### config.mk
export PLATFORM = sky130hd
export DESIGN_NAME = bin_to_bcd_seq
export DESIGN_NICKNAME = d
export VERILOG_FILES = /design/src/rtl/gol_display_pkg.sv /design/src/rtl/bcd_add3.sv /design/src/rtl/bin_to_bcd_seq.sv
export SDC_FILE = /design/constraint.sdc
export NUM_CORES = 1
export LEC_CHECK = 0
export ABC_AREA = 0
export CORE_ASPECT_RATIO = 1.4
export CORE_MARGIN = 3
export CORE_UTILIZATION = 55
export DETAILED_ROUTE_END_ITERATION = 10
export PLACE_DENSITY = 0.8
export SLEW_MARGIN = 20
export SYNTH_ARGS = -nofsm -noshare
export SYNTH_HDL_FRONTEND = slang
export SYNTH_SLANG_ARGS = --single-unit
### constraint.sdc
create_clock -name clk -period 4.62 [get_ports clk]
set_input_delay 1.155 -clock clk [delete_from_list [all_inputs] [get_ports clk]]
set_output_delay 1.155 -clock clk [all_outputs]
set_load 0.1 [all_outputs]
### src/rtl/gol_display_pkg.sv
// Shared constants and types for the Game of Life display path.
// Used by the binary-to-BCD converter and its digit adjust cell.
package gol_display_pkg;

  localparam int NUM_DIGITS = 8;
  localparam logic [26:0] BCD_MAX = 27'd99_999_999;

  typedef enum logic {
    IDLE  = 1'b0,
    SHIFT = 1'b1
  } state_t;

endpackage

### src/rtl/bcd_add3.sv
// Double-dabble nibble adjust: values of 5 or more get +3.
// The result is at most 12, so four bits never carry out.
module bcd_add3 (
  input  logic [3:0] i_nib,
  output logic [3:0] o_nib
);

  assign o_nib = (i_nib >= 4'd5) ? i_nib + 4'd3 : i_nib;

endmodule

### src/rtl/bin_to_bcd_seq.sv
// Sequential shift-and-add-3 binary to 8-digit BCD converter.
// Digits update only on the completion edge; overflow saturates.
import gol_display_pkg::*;

module bin_to_bcd_seq #(
  parameter int BIN_W = 27
) (
  input  logic             clk,
  input  logic             reset,
  input  logic             start,
  input  logic [BIN_W-1:0] bin_in,
  output logic             busy,
  output logic             done,
  output logic             overflow,
  output logic [3:0]       digit1,
  output logic [3:0]       digit2,
  output logic [3:0]       digit3,
  output logic [3:0]       digit4,
  output logic [3:0]       digit5,
  output logic [3:0]       digit6,
  output logic [3:0]       digit7,
  output logic [3:0]       digit8
);

  localparam int CW = 5;
  localparam logic [CW-1:0] LAST = CW'(BIN_W - 1);
  localparam int SW = 4 * NUM_DIGITS;

  state_t           r_state;
  state_t           w_next;
  logic [BIN_W-1:0] r_bin;
  logic [SW-1:0]    r_scratch;
  logic [CW-1:0]    r_cnt;
  logic             r_ovf_pend;
  logic             r_done;
  logic             r_ovf;
  logic [SW-1:0]    r_digits;

  logic [SW-1:0]    w_adj;
  logic [SW-1:0]    w_shift;
  logic             w_last;
  logic             w_accept;
  logic             w_ovf;

  for (genvar g = 0; g < NUM_DIGITS; g++) begin : g_adj
    bcd_add3 u_add3 (
      .i_nib (r_scratch[4*g +: 4]),
      .o_nib (w_adj[4*g +: 4])
    );
  end

  assign w_shift  = {w_adj[SW-2:0], r_bin[BIN_W-1]};
  assign w_last   = (r_cnt == LAST);
  assign w_accept = (r_state == IDLE) && start;
  assign w_ovf    = SW'(bin_in) > {5'd0, BCD_MAX};

  // State register
  always_ff @(posedge clk or posedge reset) begin
    if (reset) r_state <= IDLE;
    else       r_state <= w_next;
  end

  // Next-state logic: one pass of BIN_W shift cycles per request
  always_comb begin
    w_next = r_state;
    unique case (r_state)
      IDLE:  if (start)  w_next = SHIFT;
      SHIFT: if (w_last) w_next = IDLE;
    endcase
  end

  // Capture, shift/adjust datapath and result registers
  always_ff @(posedge clk or posedge reset) begin
    if (reset) begin
      r_bin      <= '0;
      r_scratch  <= '0;
      r_cnt      <= '0;
      r_ovf_pend <= 1'b0;
      r_done     <= 1'b0;
      r_ovf      <= 1'b0;
      r_digits   <= '0;
    end else begin
      r_done <= 1'b0;
      if (w_accept) begin
        r_bin      <= bin_in;
        r_scratch  <= '0;
        r_cnt      <= '0;
        r_ovf_pend <= w_ovf;
      end else if (r_state == SHIFT) begin
        r_scratch <= w_shift;
        r_bin     <= {r_bin[BIN_W-2:0], 1'b0};
        r_cnt     <= r_cnt + 1'b1;
        if (w_last) begin
          r_done   <= 1'b1;
          r_ovf    <= r_ovf_pend;
          r_digits <= r_ovf_pend ? {NUM_DIGITS{4'd9}} : w_shift;
        end
      end
    end
  end

  assign busy     = (r_state == SHIFT);
  assign done     = r_done;
  assign overflow = r_ovf;
  assign digit1   = r_digits[3:0];
  assign digit2   = r_digits[7:4];
  assign digit3   = r_digits[11:8];
  assign digit4   = r_digits[15:12];
  assign digit5   = r_digits[19:16];
  assign digit6   = r_digits[23:20];
  assign digit7   = r_digits[27:24];
  assign digit8   = r_digits[31:28];

endmodule
==> results of run 1 <==
-- registers in the layout, summed over array words and instances (netlist names) --
register	count
r_scratch	32
r_cnt	5
overflow	1
busy	1
r_digits	32
r_bin	27
done	1
r_ovf_pend	1
-- metal layers --
metal  track usage  routed length (um)  up-vias
met5             0                   0        -
met4       0.08911                 189        0
met3       0.03711                 370       16
met2        0.3512                5318       78
met1        0.2550                4043     1808
li1              -                   -     1748
-- Yosys cell counts (7+ instances only) --
cell type  number  area share
nand2_1        48       0.037
a22o_1         20       0.036
clkbuf_1       14       0.011
inv_1          18       0.014
nor3_1          9      0.0092
nor3b_1        15       0.023
a21o_1         22       0.034
nand2b_1       16       0.021
mux2i_1        43       0.088
o21ai_0        37       0.038
a32o_1          7       0.014
a31oi_1         8       0.010
ha_1           18       0.046
a21oi_1        31       0.032
dfrtp_1       100        0.51
xnor2_1        10       0.018
nor2_1         26       0.020
-- power by group --
part / total (mW) / internal (mW) / switching, mW
Combinational: 2.50 / 0.866 / 1.63
Sequential: 1.54 / 1.24 / 0.296
Clock: 0.876 / 0.558 / 0.318
Total: 4.91 / 2.67 / 2.25
-- final timing paths --
kind                                             to  depth (start not counted)
hold reg to reg                overflow$_DFFE_PP0P_                          2
min in group asynchronous     r_bin[15]$_DFFE_PP0P_                          2
max in group asynchronous  r_scratch[7]$_DFFE_PP0P_                          3
setup reg to reg            r_digits[4]$_DFFE_PP0P_                          6
hold / removal                 overflow$_DFFE_PP0P_                          2
setup / recovery                          digit3[1]                          1
-- cell type report --
cell class / count / area [um^2]
well taps: 105 / 131.4
fillers: 644 / 2696
flip-flops and latches: 100 / 2506
clock buffers: 12 / 256.5
repair buffers: 68 / 666.9
inverters: 19 / 76.32
multi-input cells: 323 / 2180
clock inverters: 4 / 95.09
-- metrics by stage --
stage	util	std cells
after floorplan	-	469
after global placement	0.6446	615
after detailed placement	0.6446	615
after CTS	0.6855	631
after global routing	0.6868	631
final	0.6868	631
-- cell families (layout without fill, tap and decap cells) --
kind of cell | Yosys count | count (layout) | synth area share
buffers and inverters | 46 | 103 | 0.04205
multiplexers | 44 | 44 | 0.09051
AND/OR/NAND/NOR | 123 | 123 | 0.1221
AO/OA/AOI/OAI | 128 | 128 | 0.1685
adder cells (fa/ha/maj) | 18 | 18 | 0.04615
XOR/XNOR | 10 | 10 | 0.01795
flip-flops | 100 | 100 | 0.5128
==> results.md, run 1 <==
- The flow ran to the end, and the final reports show no timing, DRC or antenna violations.
- The area inside the core boundary is 8608 um^2.
- The iteration-0 DRC count of the detailed router is 198.
- TritonCTS built the clock tree.
- The total power is 4.914 mW.
- The initialized floorplan defines 40 standard-cell rows.
- The highest attainable clock frequency is 330.3 MHz.
- The final number of hold-violating endpoints is 0.
- The initial core utilization is 0.5669.
- The count of warnings emitted by yosys is 0.
- At the placement stage, the worst setup path has a slack of 1.983 ns.
- The critical path starts at r_digits[9]$_DFFE_PP0P_.
- The number of buffers inserted by post-CTS setup repair is 0.
- The width of the die is approximately 86 um.
- The library cell used most frequently in the layout, excluding fill and tap cells, is dfrtp_1.
- The worst supply voltage drop on vdd is 0.0005549 V.
- The library cells used most frequently in the layout, excluding fill and tap cells, are 99 x dfrtp_1, 62 x clkdlybuf4s50_1, 48 x nand2_1, 43 x mux2i_1, 37 x o21ai_0.
- In the synthesized netlist the dominant register cell turns out to be dfrtp_1.
- The area enclosed by the die boundary is 10,050 um^2.
- Of the available clock period, the critical path in the final layout requires 0.6553.
- The count of mapped cells out of synthesis is 469.
- The actual transition at the worst max-transition pin is 0.9938 ns.
- The net total in the final layout is between 500 and 600.
- The clock latency on the worst-skew pair is 0.34 ns.
- STA classifies the critical path endpoint as a primary output.
- The maximum clock skew at final layout is 0.007824 ns.
- The critical path class is register to primary output.
- The synthesized design contains 0 enable-type register cells.
- The tree is rooted in a clkbuf_16.
- The cell area after layout is between 5000 and 6000 um^2.
- The final count of pins violating max slew is 0.
- In this run the remaining antenna-violating nets after routing total 0.
- Of the cells placed in the final design, the portion with a size suffix greater than 1 is 0.05323.
- The routed wire length is 9922 um.
- From synthesis to final layout, the design area changed by 21.15%.
- After synthesis, the mean cell area works out to 10.40 um^2.
- Max-cap violations in this run came to 0.
- Counting both buffers and inverters, the worst setup path holds a total of 1.
- After synthesis, the netlist uses 32 different library cells.
- In this run, CTS created clock tree buffers numbering 9.
- Entering global routing, the biggest net connects 117 pins.
- Among all stages on the critical path, the largest delay is contributed by clkdlybuf4s50_1.
- The number of iterations in the first detailed-routing pass is 4.
- The synthesized net count is 517.
- The worst-path maximum fanout is 2.
- Data on the critical path is required at its endpoint by 3.46 ns.
- The worst hold path begins at overflow$_DFFE_PP0P_.
- Walking the worst path, the cells encountered are clkdlybuf4s50_1.
- The top cell family by delay on the critical path is buffers and inverters.
- The worst register-to-register path has a setup slack of 2.56 ns.
- The maximum clock path buffer count is 2.
- The total via count in the routed design is about 3,700.
- The antenna diode instance count is 0.
- For the final routed database, the setup TNS stands at 0 ns.
- The routed via count divided by cell count is 5.784.
- Routability-driven placement finished with a final weighted congestion of 0.7981.
- The floorplan step set the die height to 117.5 um.
- The worst setup path is launched from a register.
- The number of global-route vias before repair is around 3,600.
- In the final routed layout, each cell accounts on average for about 16 um.
- After synthesis, the share of flip-flops with an asynchronous set or reset is 1.000.
- Data on the critical path arrives at its endpoint at 1.87 ns.
- The synthesized cell area is around 4900 um^2.
- In the routed design, unresolved DRC markers number 0.
- After global routing the overflow that remains totals 0.
- The global-route usage over all layers is 0.2068.
- The first global-routing pass estimated 16,730 um of wire.
- The number of antenna violations at the first check in global routing is 0.
- The tightest min-delay check is of the register to register type.
- The number of placed I/O pins is between 60 and 70.
- The number of levels the H-tree was split into is 3.
- The smallest hold slack is 0.4864 ns.
- The post-route minimum period is 3.028 ns.
- The number of cells upsized or downsized after cts is 0.
- The power per unit of standard cell area is around 830 nW/um^2.
- Clock tree synthesis found a total of 100 sinks.
- Of the synthesized area, sequential elements account for 0.5128.
- In this run, post-CTS hold repair placed 0 buffers.
- The area of placed instances is approximately 5500 um^2.
- Counting flops and latches in the post-synthesis netlist gives 100.
- Setup repair after global routing left no endpoint under its margin.
- The origin of the critical flop-to-flop path is r_cnt[0]$_DFFE_PP0P_.
- In this run the static leakage power is 2.785 nW.
- In this design, the stage delay of the slowest critical-path cell is approximately 1.2 ns.
- After clock tree synthesis, the clock-pin slew on the worst setup and hold paths is 0.07 ns.
- The worst pin sits at a relative slew slack of 0.3354.
- Setup violations remaining at the end of the flow were counted as 0.
- Setup slack closes at approximately 1.6 ns.
- The HPWL after detailed placement is about 6400 um.
- The number of I/O port buffers is 64.
Power figures use the tool's default switching activity.
==> inputs of run 2 (changes only) <==
Clock period 4.62 ns to 2.9 ns, I/O delays scaled along.
==> run 2 against run 1 <==
Net effect:
- die area is the same
- cell count grew 0.48%
- sequential share of layout area grew 0.67 points
- register-to-register slack lost 1.6 ns
- cell area shrank 1.5%
- power grew 54%
- clock skew shrank 0.0026 ns
- non-clock buffer count grew 3
- sequential power grew 60%
- flip-flop and latch count is the same
- critical endpoint is now busy
- largest power group unchanged
- highest routed layer unchanged
==> results.md, run 2 (synthesis results as in run 1) <==
- The final core area utilization is 0.6762 (-0.01061).
- The depth of the most critical reg-to-reg path is 7 (+1).
- The antenna diode instance count is 0 (unchanged).
- The clock latency on the worst-skew pair is 0.34 ns (about the same).
- The number of design rule violations left after detail routing is 0 (unchanged).
- The area overhead of the layout relative to synthesis is 19.28%.
- The number of levels the H-tree was split into is 3 (unchanged).
- For the finished layout, the period the worst path requires is 2.100 ns.
- Walking the worst path, the cells encountered are buf_4 > buf_12.
- The number of global-route vias before repair was 3,710 (+2.0%).
- The number of setup violations in the final report is 0 (unchanged).
- The depth of the critical timing path with buffers and inverters included is 2 (+1).
- The worst supply voltage drop on vdd is 0.0008672 V (+56%).
- The HPWL reported at the end of detailed placement is 7129 um (+11%).
- The area inside the core boundary is 8608 um^2 (unchanged).
- The power per unit of standard cell area came to 1303 nW/um^2 (+57%).
- The number of buffers inserted during clock tree synthesis came to 9 (unchanged).
- The global-route usage over all layers came to 0.2175 (+0.01069).
- On the critical path the largest part of the delay comes from buffers and inverters.
- The area of placed instances is 5538 um^2 (-0.20%).
- The first-pass GRT wire length is 17,460 um (+4.3%).
- The final number of hold-violating endpoints was 0 (unchanged).
- The area enclosed by the die boundary is 10,050 um^2 (unchanged).
- The worst-path maximum fanout is 37 (+35).
- The number of maximum-capacitance constraint violations is 0 (unchanged).
- The total congestion overflow is 0 (unchanged).
- The initial core utilization came to 0.5669 (unchanged).
- The maximum clock skew at final layout is 0.005181 ns (-0.002643 ns).
- In this run the worst hold path is classified as register to register.
- The number of cells upsized or downsized after cts was 0 (unchanged).
- The number of rows in the core area is 40 (unchanged).
- The routed wire length is 10,390 um (+4.7%).
- The number of antenna violations at the first check in global routing is 0 (unchanged).
- The number of buffers inserted by post-CTS setup repair came to 0 (unchanged).
- The iteration-0 DRC count of the detailed router is 147 (-26%).
- The worst max-slew margin expressed relative to the limit came to 0.5316 (+0.1962).
- The arrival time of data at the critical path endpoint came to 1.37 ns (-0.50 ns).
- The routed via count divided by cell count is 5.785 (about the same).
- The chip height came to 117.5 um (unchanged).
- The number of I/O port buffers was 64 (unchanged).
- The period utilization is 0.7241.
- The total power is 7.583 mW (+54%).
- Setup repair after global routing left no endpoint under its margin.
- Among all stages on the critical path, the largest delay is contributed by dfrtp_4.
- The library cells used most frequently in the layout, excluding fill and tap cells, are 99 x dfrtp_1, 48 x nand2_1, 43 x mux2i_1, 38 x buf_4, 37 x o21ai_0.
- The number of buffers inserted for hold repair after clock tree synthesis is 0 (unchanged).
- The smallest hold slack is 0.4799 ns (-0.006519 ns).
- The post-CTS clock slew at the launch and capture registers of the worst setup and hold paths is 0.06 ns (about the same).
- The cell area after layout was 5821 um^2 (-1.5%).
- The delay of the slowest cell on the worst path is 0.41 ns (-0.75 ns).
- The number of placed I/O pins is 65 (unchanged).
- The count of nets left with antenna violations after detail routing came to 0 (unchanged).
- The maximum number of pins on one net before global-route repair is 81 (-31%).
- The leakage power summed over all cells is 2.828 nW (+1.5%).
- The CTS root buffer is clkbuf_16.
- The global placement routability congestion is 0.7803 (-2.2%).
- The required time at the worst-slack endpoint is 2.17 ns (-1.29 ns).
- Leaving out fill and tap cells, the most frequent cell in the layout is dfrtp_1.
- The CTS tree is built.
- The flow ran to the end, and the final reports show no timing, DRC or antenna violations.
- The final setup TNS came to 0 ns (unchanged).
- The largest registers in the layout are r_digits x32, r_scratch x32, r_bin x27.
- The final count of pins violating max slew was 0 (unchanged).
- The type of element launching the critical path is a register.
- The post-detailed-route wirelength per cell is 16.38 um (+4.2%).
- The net total in the final layout is 572 (+0.53%).
- The total buffers and inverters traversed by the critical path is 2 (+1).
- The actual transition at the worst max-transition pin came to 0.7026 ns (-0.2912 ns).
- By startpoint and endpoint, the worst setup path is classified as register to primary output.
- The highest attainable clock frequency is 476.2 MHz.
- The number of iterations in the first detailed-routing pass is 4 (unchanged).
- The total via count in the routed design is 3,668 (+0.49%).
- The TritonCTS sink count was 100 (unchanged).
- The fraction of final layout cells with drive strength greater than 1 was 0.1172 (+0.06397).
- The worst hold path cell count is 2 (unchanged).
- The maximum clock path buffer count is 2 (unchanged).
- The kind of end point of the critical path is a primary output.
- The width of the die was 85.61 um (unchanged).
-- run 2: cell types whose count changed in the layout (fill, tap and decap cells not counted) --
cell / change
clkinvlp_4: +1
nor2_1: +1
clkdlybuf4s50_1: -34
buf_12: +4
clkbuf_1: +2
nor2_4: -1
buf_4: +34
clkbuf_8: +1
inv_4: -1
buf_6: -1
bufinv_16: -3
-- run 2: worst min-delay path: stages, from the launching register on --
cell,delay [ns]
dfrtp_1,0.34
nand2_1,0.05
nand2_1,0.06
-- run 2: area by class of cell --
type                            instances  area (um^2)
Sequential cell                       100         2506
Inverter                               19        77.57
Tap cell                              105        131.4
Clock inverter                          1        5.005
Fill cell                             707         2788
Timing Repair Buffer                   71        650.6
Multi-Input combinational cell        323         2172
Clock buffer                           15        277.8
-- run 2: final timing paths --
path	slack, ns	endpoint	start
max reg2reg	0.93	r_digits[5]$_DFFE_PP0P_	r_cnt[0]$_DFFE_PP0P_
min reg2reg	0.48	r_digits[0]$_DFFE_PP0P_	r_digits[0]$_DFFE_PP0P_
min in group asynchronous	0.80	r_scratch[21]$_DFFE_PP0P_	reset
max in group asynchronous	1.48	r_digits[14]$_DFFE_PP0P_	reset
max	0.80	busy	busy$_DFF_PP0_
min	0.48	r_digits[0]$_DFFE_PP0P_	r_digits[0]$_DFFE_PP0P_
-- run 2: layer usage --
| layer | wire length, um | global-route usage | vias to the layer above |
|---|---|---|---|
| met5 | 0 | 0 | - |
| met2 | 5452 | 0.3808 | 67 |
| met1 | 4360 | 0.2603 | 1829 |
| met4 | 193 | 0.08119 | 0 |
| li1 | - | - | 1755 |
| met3 | 378 | 0.04342 | 17 |
-- run 2: where the power goes --
| group | leakage (nW) | total (mW) | switching [mW] | internal, mW |
|---|---|---|---|---|
| clock network | 0.140 | 1.14 | 0.487 | 0.652 |
| registers | 1.27 | 2.47 | 0.486 | 1.98 |
| logic | 1.42 | 3.97 | 2.64 | 1.34 |
| total | 2.83 | 7.58 | 3.61 | 3.97 |
-- run 2: stage by stage --
| step | cells | worst slack [ns] |
|---|---|---|
| floorplan | 469 | 0.6612 |
| global placement | 618 | 0.8972 |
| detailed placement | 618 | 0.8626 |
| CTS | 634 | 0.7925 |
| global route | 634 | 0.7358 |
| finish | 634 | 0.8001 |
